`config.mk`:
```
export PLATFORM = sky130hd
export DESIGN_NAME = fetch_step_ctrl
export DESIGN_NICKNAME = d
export VERILOG_FILES = /design/src/rtl/fetch_step_ctrl_pkg.sv /design/src/rtl/fetch_step_ctrl_btn_debounce.sv /design/src/rtl/fetch_step_ctrl.sv
export SDC_FILE = /design/constraint.sdc
export NUM_CORES = 1
export LEC_CHECK = 0
export ABC_AREA = 1
export BUFFER_PORTS_ARGS = -buffer_cell sky130_fd_sc_hd__buf_2
export CORE_UTILIZATION = 56
export DETAILED_ROUTE_END_ITERATION = 12
export PLACE_DENSITY = 0.88
export SLEW_MARGIN = 40
export SYNTH_ARGS = -nofsm -noshare
export SYNTH_HDL_FRONTEND = slang
export SYNTH_SLANG_ARGS = --single-unit
```
`constraint.sdc`:
```
create_clock -name clk_i -period 3.7 [get_ports clk_i]
set_clock_uncertainty 0.15 [all_clocks]
set_input_delay 0.925 -clock clk_i [delete_from_list [all_inputs] [get_ports clk_i]]
set_output_delay 0.925 -clock clk_i [all_outputs]
set_load 0.05 [all_outputs]
```
`src/rtl/fetch_step_ctrl_pkg.sv`:
```
// Shared types and default constants for the fetch single-step / run controller.
package fetch_step_ctrl_pkg;

  typedef enum logic [1:0] {
    StStep = 2'b00,
    StRun  = 2'b01,
    StHalt = 2'b10
  } state_e;

  localparam int unsigned RunDivDefault         = 100_000_000;
  localparam int unsigned DebounceCyclesDefault = 1_000_000;
  localparam int unsigned CntWDefault           = 27;

endpackage

```
`src/rtl/fetch_step_ctrl_btn_debounce.sv`:
```
// Push-button conditioning: 2-flop synchronizer, debounce counter, stable level and a
// one-cycle press pulse on each accepted 0->1 transition.
module fetch_step_ctrl_btn_debounce
  import fetch_step_ctrl_pkg::*;
#(
  parameter int unsigned DebounceCycles = DebounceCyclesDefault,
  parameter int unsigned CntW           = CntWDefault
) (
  input  logic clk_i,
  input  logic rst_ni,
  input  logic btn_i,
  output logic press_o
);

  logic [1:0]      sync_q;
  logic            stable_q, stable_d;
  logic            press_q, press_d;
  logic [CntW-1:0] cnt_q, cnt_d;

  // Counter only advances while the synchronized level disagrees; any agreement clears it.
  always_comb begin
    stable_d = stable_q;
    press_d  = 1'b0;
    cnt_d    = '0;
    if (sync_q[1] != stable_q) begin
      if (cnt_q == CntW'(DebounceCycles - 1)) begin
        stable_d = sync_q[1];
        press_d  = sync_q[1];
      end else begin
        cnt_d = cnt_q + 1'b1;
      end
    end
  end

  always_ff @(posedge clk_i or negedge rst_ni) begin
    if (!rst_ni) begin
      sync_q   <= '0;
      stable_q <= 1'b0;
      press_q  <= 1'b0;
      cnt_q    <= '0;
    end else begin
      sync_q   <= {sync_q[0], btn_i};
      stable_q <= stable_d;
      press_q  <= press_d;
      cnt_q    <= cnt_d;
    end
  end

  assign press_o = press_q;

endmodule

```
`src/rtl/fetch_step_ctrl.sv`:
```
// Board-debug fetch sequencer: issues one-cycle PC-advance strobes from a debounced step
// button (STEP) or a free-running divider (RUN), with an optional breakpoint halt.
module fetch_step_ctrl
  import fetch_step_ctrl_pkg::*;
#(
  parameter int unsigned RunDiv         = RunDivDefault,
  parameter int unsigned DebounceCycles = DebounceCyclesDefault,
  parameter int unsigned CntW           = CntWDefault,
  parameter int unsigned StepW          = 16
) (
  input  logic             clk_i,
  input  logic             rst_ni,
  input  logic             btn_step_i,
  input  logic             sw_run_i,
  input  logic             sw_brk_en_i,
  input  logic [31:0]      brk_addr_i,
  input  logic [31:0]      pc_i,
  output logic             pc_en_o,
  output logic [1:0]       state_o,
  output logic             halt_led_o,
  output logic [StepW-1:0] step_count_o
);

  state_e           state_q, state_d;
  logic [CntW-1:0]  div_q, div_d;
  logic             pc_en_q, pc_en_d;
  logic [StepW-1:0] step_cnt_q, step_cnt_d;
  logic [1:0]       run_sync_q, brk_sync_q;
  logic             press;
  logic             run, div_term, brk_hit;

  fetch_step_ctrl_btn_debounce #(
    .DebounceCycles(DebounceCycles),
    .CntW          (CntW)
  ) u_btn_debounce (
    .clk_i  (clk_i),
    .rst_ni (rst_ni),
    .btn_i  (btn_step_i),
    .press_o(press)
  );

  assign run      = run_sync_q[1];
  assign div_term = (div_q == CntW'(RunDiv - 1));
  assign brk_hit  = brk_sync_q[1] && (pc_i == brk_addr_i);

  always_ff @(posedge clk_i or negedge rst_ni) begin
    if (!rst_ni) begin
      state_q    <= StStep;
      div_q      <= '0;
      pc_en_q    <= 1'b0;
      step_cnt_q <= '0;
      run_sync_q <= '0;
      brk_sync_q <= '0;
    end else begin
      state_q    <= state_d;
      div_q      <= div_d;
      pc_en_q    <= pc_en_d;
      step_cnt_q <= step_cnt_d;
      run_sync_q <= {run_sync_q[0], sw_run_i};
      brk_sync_q <= {brk_sync_q[0], sw_brk_en_i};
    end
  end

  // Divider stays at zero outside RUN, so every RUN entry starts a full period.
  always_comb begin
    state_d = state_q;
    div_d   = '0;
    unique case (state_q)
      StStep: begin
        if (run) state_d = StRun;
      end
      StRun: begin
        if (!run) begin
          state_d = StStep;
        end else if (div_term) begin
          if (brk_hit) state_d = StHalt;
        end else begin
          div_d = div_q + 1'b1;
        end
      end
      StHalt: begin
        if (!run || press) state_d = StStep;
      end
      default: state_d = StStep;
    endcase
  end

  // SwRun changes take priority over a same-cycle press in both STEP and HALT.
  always_comb begin
    pc_en_d = 1'b0;
    unique case (state_q)
      StStep:  pc_en_d = press && !run;
      StRun:   pc_en_d = run && div_term && !brk_hit;
      StHalt:  pc_en_d = press && run;
      default: pc_en_d = 1'b0;
    endcase
    step_cnt_d = step_cnt_q + StepW'(pc_en_d);
  end

  assign pc_en_o      = pc_en_q;
  assign state_o      = state_q;
  assign halt_led_o   = (state_q == StHalt);
  assign step_count_o = step_cnt_q;

endmodule
```
## Word-level counts from Yosys, hierarchy flattened

Cells that the tools add are included.

| operators by class | value |
|---|---|
| add/subtract/negate cells | 3 |
| equal/unequal tests | 10 |
| multiplexer cells | 14 |
| reductions and logical operators | 11 |

Operators by type and width:

| cell | number |
|---|---|
| 27-bit two-way mux | 5 |
| 27-bit by 1-bit adder with 27-bit output (second input constant) | 2 |
| 32-bit equality test | 1 |
| 27-bit by 20-bit equality test with 1-bit output (second input constant) | 1 |
| 27-bit equality test (second input constant) | 1 |
| 16-bit by 1-bit adder with 16-bit output | 1 |
| 2-bit two-way mux | 5 |
| 3-bit != test (second input constant) | 2 |
| 2-bit one-hot mux with 3 select lines | 1 |
| 1-bit logical AND | 5 |
| 4-bit AND reduction | 1 |
| 1-bit one-hot mux with 3 select lines | 1 |
| 2-bit by 1-bit equality test with 1-bit output (second input constant) | 1 |
| 2-bit equality test (second input constant) | 1 |
| 1-bit logical NOT | 2 |
| 2-bit logical NOT | 1 |
| 1-bit two-way mux | 2 |
| 2-bit by 1-bit != test with 1-bit output (second input constant) | 1 |
| 2-bit != test (second input constant) | 1 |
| 2-bit AND reduction | 1 |
| 1-bit logical OR | 1 |
| 1-bit != test | 1 |

| word-level totals | value |
|---|---|
| flip-flop bits (word level) | 81 |
| bits of input ports | 69 |
| output and inout bits | 20 |

## Depth between registers and ports, before layout

| depth | value |
|---|---|
| depth in word-level cells | 6 |
| gate-level depth with buffers | 19 |

## Modules after synthesis

Synthesis repeated with hierarchy kept, for this count alone.

| unflattened totals | value |
|---|---|
| cell total of the unflattened synthesis | 663 |
| area, all modules | 4882.2 um^2 |

Modules (own cells, without submodules):

| module | instances | cells each | area an instance (um^2) |
|---|---|---|---|
| fetch_step_ctrl | 1 | 417 | 3075.4 |
| fetch_step_ctrl_btn_debounce | 1 | 246 | 1806.7 |

## Worst setup path after synthesis

OpenSTA, ideal clock, no wires.

| timing path | value |
|---|---|
| kind | input to register |
| start | input port pc_i[21] |
| end | register step_cnt_q[14] (netlist: step_count_o[14]) |
| library setup time | 0.141 ns |
| arrival | 2.869 ns |
| setup slack | 0.540 ns |
| stages | 19 |
| cell sequence | inv_1 -> nand2_1 -> nand2_1 -> inv_1 -> nand2_1 -> nor2_1 -> nand2_1 -> nor2_1 -> nand3_1 -> nand2_1 -> o21ai_0 -> ha_1 -> ha_1 -> nand3_1 -> nor3_2 -> nand3_1 -> nor3_2 -> nand3_1 -> xnor2_1 |

| on the way | value |
|---|---|
| longest elaborated chain between the ends | 6 |

RTL lines:

| what | line | text |
|---|---|---|
| start, declared | fetch_step_ctrl.sv:17 | `input logic [31:0] pc_i,` |
| 32-bit equality test | fetch_step_ctrl.sv:44 | `assign brk_hit = brk_sync_q[1] && (pc_i == brk_addr_i);` |
| 1-bit logical AND | fetch_step_ctrl.sv:44 |  |
| 1-bit logical NOT | fetch_step_ctrl.sv:93 | `StRun: pc_en_d = run && div_term && !brk_hit;` |
| 1-bit logical AND | fetch_step_ctrl.sv:93 |  |
| 1-bit one-hot mux with 3 select lines | fetch_step_ctrl.sv:91 | `unique case (state_q)` |
| via pc_en_d | fetch_step_ctrl.sv:26 | `logic pc_en_q, pc_en_d;` |
| 16-bit by 1-bit adder with 16-bit output | fetch_step_ctrl.sv:97 | `step_cnt_d = step_cnt_q + StepW'(pc_en_d);` |
| via step_cnt_d[14] | fetch_step_ctrl.sv:27 | `logic [StepW-1:0] step_cnt_q, step_cnt_d;` |
| end signal, assigned | fetch_step_ctrl.sv:58 | `step_cnt_q <= step_cnt_d;` |
| end, declared | fetch_step_ctrl.sv:27 |  |

The timed path passes the listed nets, and every way through them passes these cells.
A chain may end at the register's enable or synchronous reset.

## Worst setup path after layout

| timing path | value |
|---|---|
| start | register div_q[0] |
| end | register step_cnt_q[14] (netlist: step_count_o[14]) |

| on the way | value |
|---|---|
| longest elaborated chain between the ends | 5 |

RTL lines:

| what | line | text |
|---|---|---|
| start, declared | fetch_step_ctrl.sv:25 | `logic [CntW-1:0] div_q, div_d;` |
| start signal, assigned | fetch_step_ctrl.sv:56 | `div_q <= div_d;` |
| 27-bit equality test | fetch_step_ctrl.sv:43 | `assign div_term = (div_q == CntW'(RunDiv - 1));` |
| 1-bit logical AND (2 in a row) | fetch_step_ctrl.sv:93 |  |
| 1-bit one-hot mux with 3 select lines | fetch_step_ctrl.sv:91 |  |
| via pc_en_d | fetch_step_ctrl.sv:26 |  |
| 16-bit by 1-bit adder with 16-bit output | fetch_step_ctrl.sv:97 |  |
| via step_cnt_d[14] | fetch_step_ctrl.sv:27 |  |

The timed path passes the listed nets, and every way through them passes these cells.

==> results.sh <==
export IMPL_fin_tns_setup_ns=0
export IMPL_drive_gt1_share_pct=18.0
export IMPL_place_inst=821
export IMPL_portBuffers=88
export IMPL_min_period_over_period_pct=89.6
export IMPL_synth_top_area_cell="dfrtp_1"
export IMPL_slew_viol_final=0
export IMPL_dr_pass1_iters=5
export IMPL_seq_area_um2=2030
export IMPL_worst_pin_slew_ns=0.705
export IMPL_placed_area_um2=5310
export IMPL_maxCapViolCount=0
export IMPL_dp_hpwl_mm=8.31
export IMPL_grt_overflow=0
export IMPL_status="finished clean"
export IMPL_clockBufferDepth=2
export IMPL_syn_area_um2=4750
export IMPL_final_nets=800
export IMPL_antenna_found_initial=0
export IMPL_syn_to_final_growth_pct=16.7
export IMPL_dieArea_um2=8850
export IMPL_finalPower_mw=1.87
export IMPL_max_clock_freq_ghz=0.301
export IMPL_initial_core_util_pct=57.8
export IMPL_path_clk_slew_ns=0.09
export IMPL_htree_levels=3
export IMPL_grt_usage_pct=26.4
export IMPL_drc=0
export IMPL_synth_flop_cell="dfrtp_1"
export IMPL_synth_edff_count=0
export IMPL_critPathRequiredTime_ns=3.78
export IMPL_top_layer="met4"
export IMPL_slew_headroom_pct=53.0
export IMPL_async_flop_share_pct=100
export IMPL_clkSinkCount=81
export IMPL_hold_viol=0
export IMPL_grt_max_degree=82
export IMPL_numCtsBuffers=9
export IMPL_diodes=0
export IMPL_yosysSeqAreaShare_pct=42.7
export IMPL_crit_path_top_delay_cell="dfrtp_1"
export IMPL_cts_resized_gates=0
export IMPL_irDropWorstVdd_uv=241
export IMPL_core_area_um2=8220
export IMPL_synth_area_leaders="dfrtp_1 43%, nand2_1 10%, inv_1 8.4%, nor2_1 7.9%, xor2_1 6.6%"
export IMPL_drt_wl_total_mm=10.7
export IMPL_rsz0062_at_grt="no"
export IMPL_synth_seq_cells=81
export IMPL_synth_distinct_cells=35
export IMPL_syn_inst=630
export IMPL_ys_warn_count=0
export IMPL_worstHoldPathType="flip-flop to flip-flop"
export IMPL_syn_nets=703
export IMPL_setup_viol=0
export IMPL_mostFrequentLayoutCell="nand2_1"
export IMPL_cp_start_kind="flip-flop"
export IMPL_avgSynthCellArea_um2=7.53
export IMPL_layout_min_cycle_time_ns=3.32
export IMPL_ant_nets=0
export IMPL_fp_dieW_um=94.1
export IMPL_pin_count=89
export IMPL_synth_top_cell_area_share_pct=42.7
export IMPL_arrival_ns=3.40
export IMPL_wl_met3_um=439
export IMPL_critPathKind="flip-flop to flip-flop"
export IMPL_gp_congestion=0.923
export IMPL_grt_pass1_wl_mm=18.4
export IMPL_avgViaCountPerCell=5.11
export IMPL_nFillCells=704
export IMPL_num_vias=4274
export IMPL_crit_path_end_kind="flip-flop"
export IMPL_crit_chain="ha_1 > nand3_2 > nor2_2 > nand2_2 > nor2_4 > nand3_2 > o21ai_0 > ha_1 > ha_1 > nand3_1 > nor3_2 > nand3_1 > nor3_2 > nand3_1 > xnor2_1"
export IMPL_dieHeight_um=94.1
export IMPL_wl_per_cell_um=12.7
export IMPL_cts_setup_buffers=0
export IMPL_rows=33
export IMPL_ctsHoldBuffers=0
export IMPL_p_leak_nw=2.80
export IMPL_multiInputGateArea_um2=2300
export IMPL_max_stage_delay_ns=0.41
export IMPL_mostFrequentLayoutCells="132 x nand2_1, 106 x inv_1, 100 x nor2_1"
export IMPL_crit_fanout=4
export IMPL_worstSkewPairLatency_ns=0.35
export IMPL_dr_first_iter_drc_count=199
export IMPL_final_area_um2=5540
export IMPL_root_buffer="clkbuf_8"
export IMPL_met2_length_mm=5.65
export IMPL_final_cell_count_no_fill=837
export IMPL_wl_met1_mm=4.42
export IMPL_cts_tree="yes"
export IMPL_grt_pass1_vias=4356
export IMPL_p_per_area_nw_per_um2=337
## area by class of cell
| type | count | area share, % |
|---|---|---|
| Clock buffer | 9 | 2.24 |
| Sequential cell | 81 | 36.6 |
| Multi-Input combinational cell | 439 | 41.6 |
| Inverter | 108 | 7.32 |
| Tap cell | 105 | 2.37 |
| Timing Repair Buffer | 88 | 8.07 |
| Clock inverter | 7 | 1.83 |
## per-layer routing
layer | global-route usage (%) | up-vias
li1 | - | 2165
met1 | 30.1 | 1989
met2 | 48.4 | 101
met3 | 5.99 | 19
met4 | 8.46 | 0
met5 | 0 | -
## state kept, by name (all words and copies together), names as in the netlist
signal	flops
u_btn_debounce.stable_q	1
u_btn_debounce.sync_q	2
div_q	27
pc_en_o	1
run_sync_q	2
u_btn_debounce.press_o	1
brk_sync_q	2
step_count_o	16
u_btn_debounce.cnt_q	27
state_o	2
## final timing paths
| kind | start | slack (ns) | to | cells past startpoint |
|---|---|---|---|---|
| max | div_q[0] | 0.38 | step_count_o[14] | 15 |
| min | u_btn_debounce.sync_q[0] | 0.21 | u_btn_debounce.sync_q[1] | 0 |
| max reg2reg | div_q[0] | 0.38 | step_count_o[14] | 15 |
| min reg2reg | u_btn_debounce.sync_q[0] | 0.21 | u_btn_debounce.sync_q[1] | 0 |
| max in group asynchronous | rst_ni | 2.47 | u_btn_debounce.cnt_q[16] | 1 |
| min in group asynchronous | rst_ni | 0.45 | div_q[9] | 1 |
## cell usage after synthesis, types with 3 or more instances
cell	n
nand2_1	132
inv_1	106
nor2_1	100
dfrtp_1	81
xor2_1	36
nor3_1	29
nand3_1	27
nand4_1	17
o21ai_0	16
xnor2_1	15
a21oi_1	14
nor2_4	6
a31oi_1	5
ha_1	4
nand2_2	4
nand3_2	4
nand3b_1	4
nor3_2	4
nor2_2	3
nor4_1	3
## critical path, delay by kind of cell (launching register included)
family                     cells  cell delay [ns]
adders and majority gates      3             0.72
DFF                            1             0.41
xor gates and xnor gates       1             0.13
and+or+nand+nor               10             1.42
AOI/OAI and AO/OA              1             0.37
## stage by stage
step	setup WS [ns]	util (%)	hold slack, ns
after floorplan	0.540	-	0.181
after global placement	0.153	64.6	0.185
after detailed placement	0.0492	64.7	0.186
after CTS	0.365	67.4	0.216
after global routing	0.125	67.4	0.217
final	0.383	67.4	0.209
## logic make-up (layout without fill, tap and decap cells)
| kind of cell | Yosys count | in the layout | synth area share (%) |
|---|---|---|---|
| compound gates | 41 | 41 | 4.64 |
| xor+xnor | 51 | 51 | 9.41 |
| fa+ha+maj | 4 | 4 | 1.05 |
| buf+inv | 110 | 212 | 8.78 |
| flops | 81 | 81 | 42.7 |
| simple gates | 343 | 343 | 33.4 |
## power by group
| group | total (mW) | leakage (nW) | switching [mW] | internal [mW] |
|---|---|---|---|---|
| Sequential | 0.920 | 1.09 | 0.0180 | 0.902 |
| Combinational | 0.231 | 1.61 | 0.149 | 0.0822 |
| Clock | 0.714 | 0.106 | 0.329 | 0.386 |
| Total | 1.87 | 2.80 | 0.495 | 1.37 |
No activity file was read; power rests on OpenSTA's default activity.
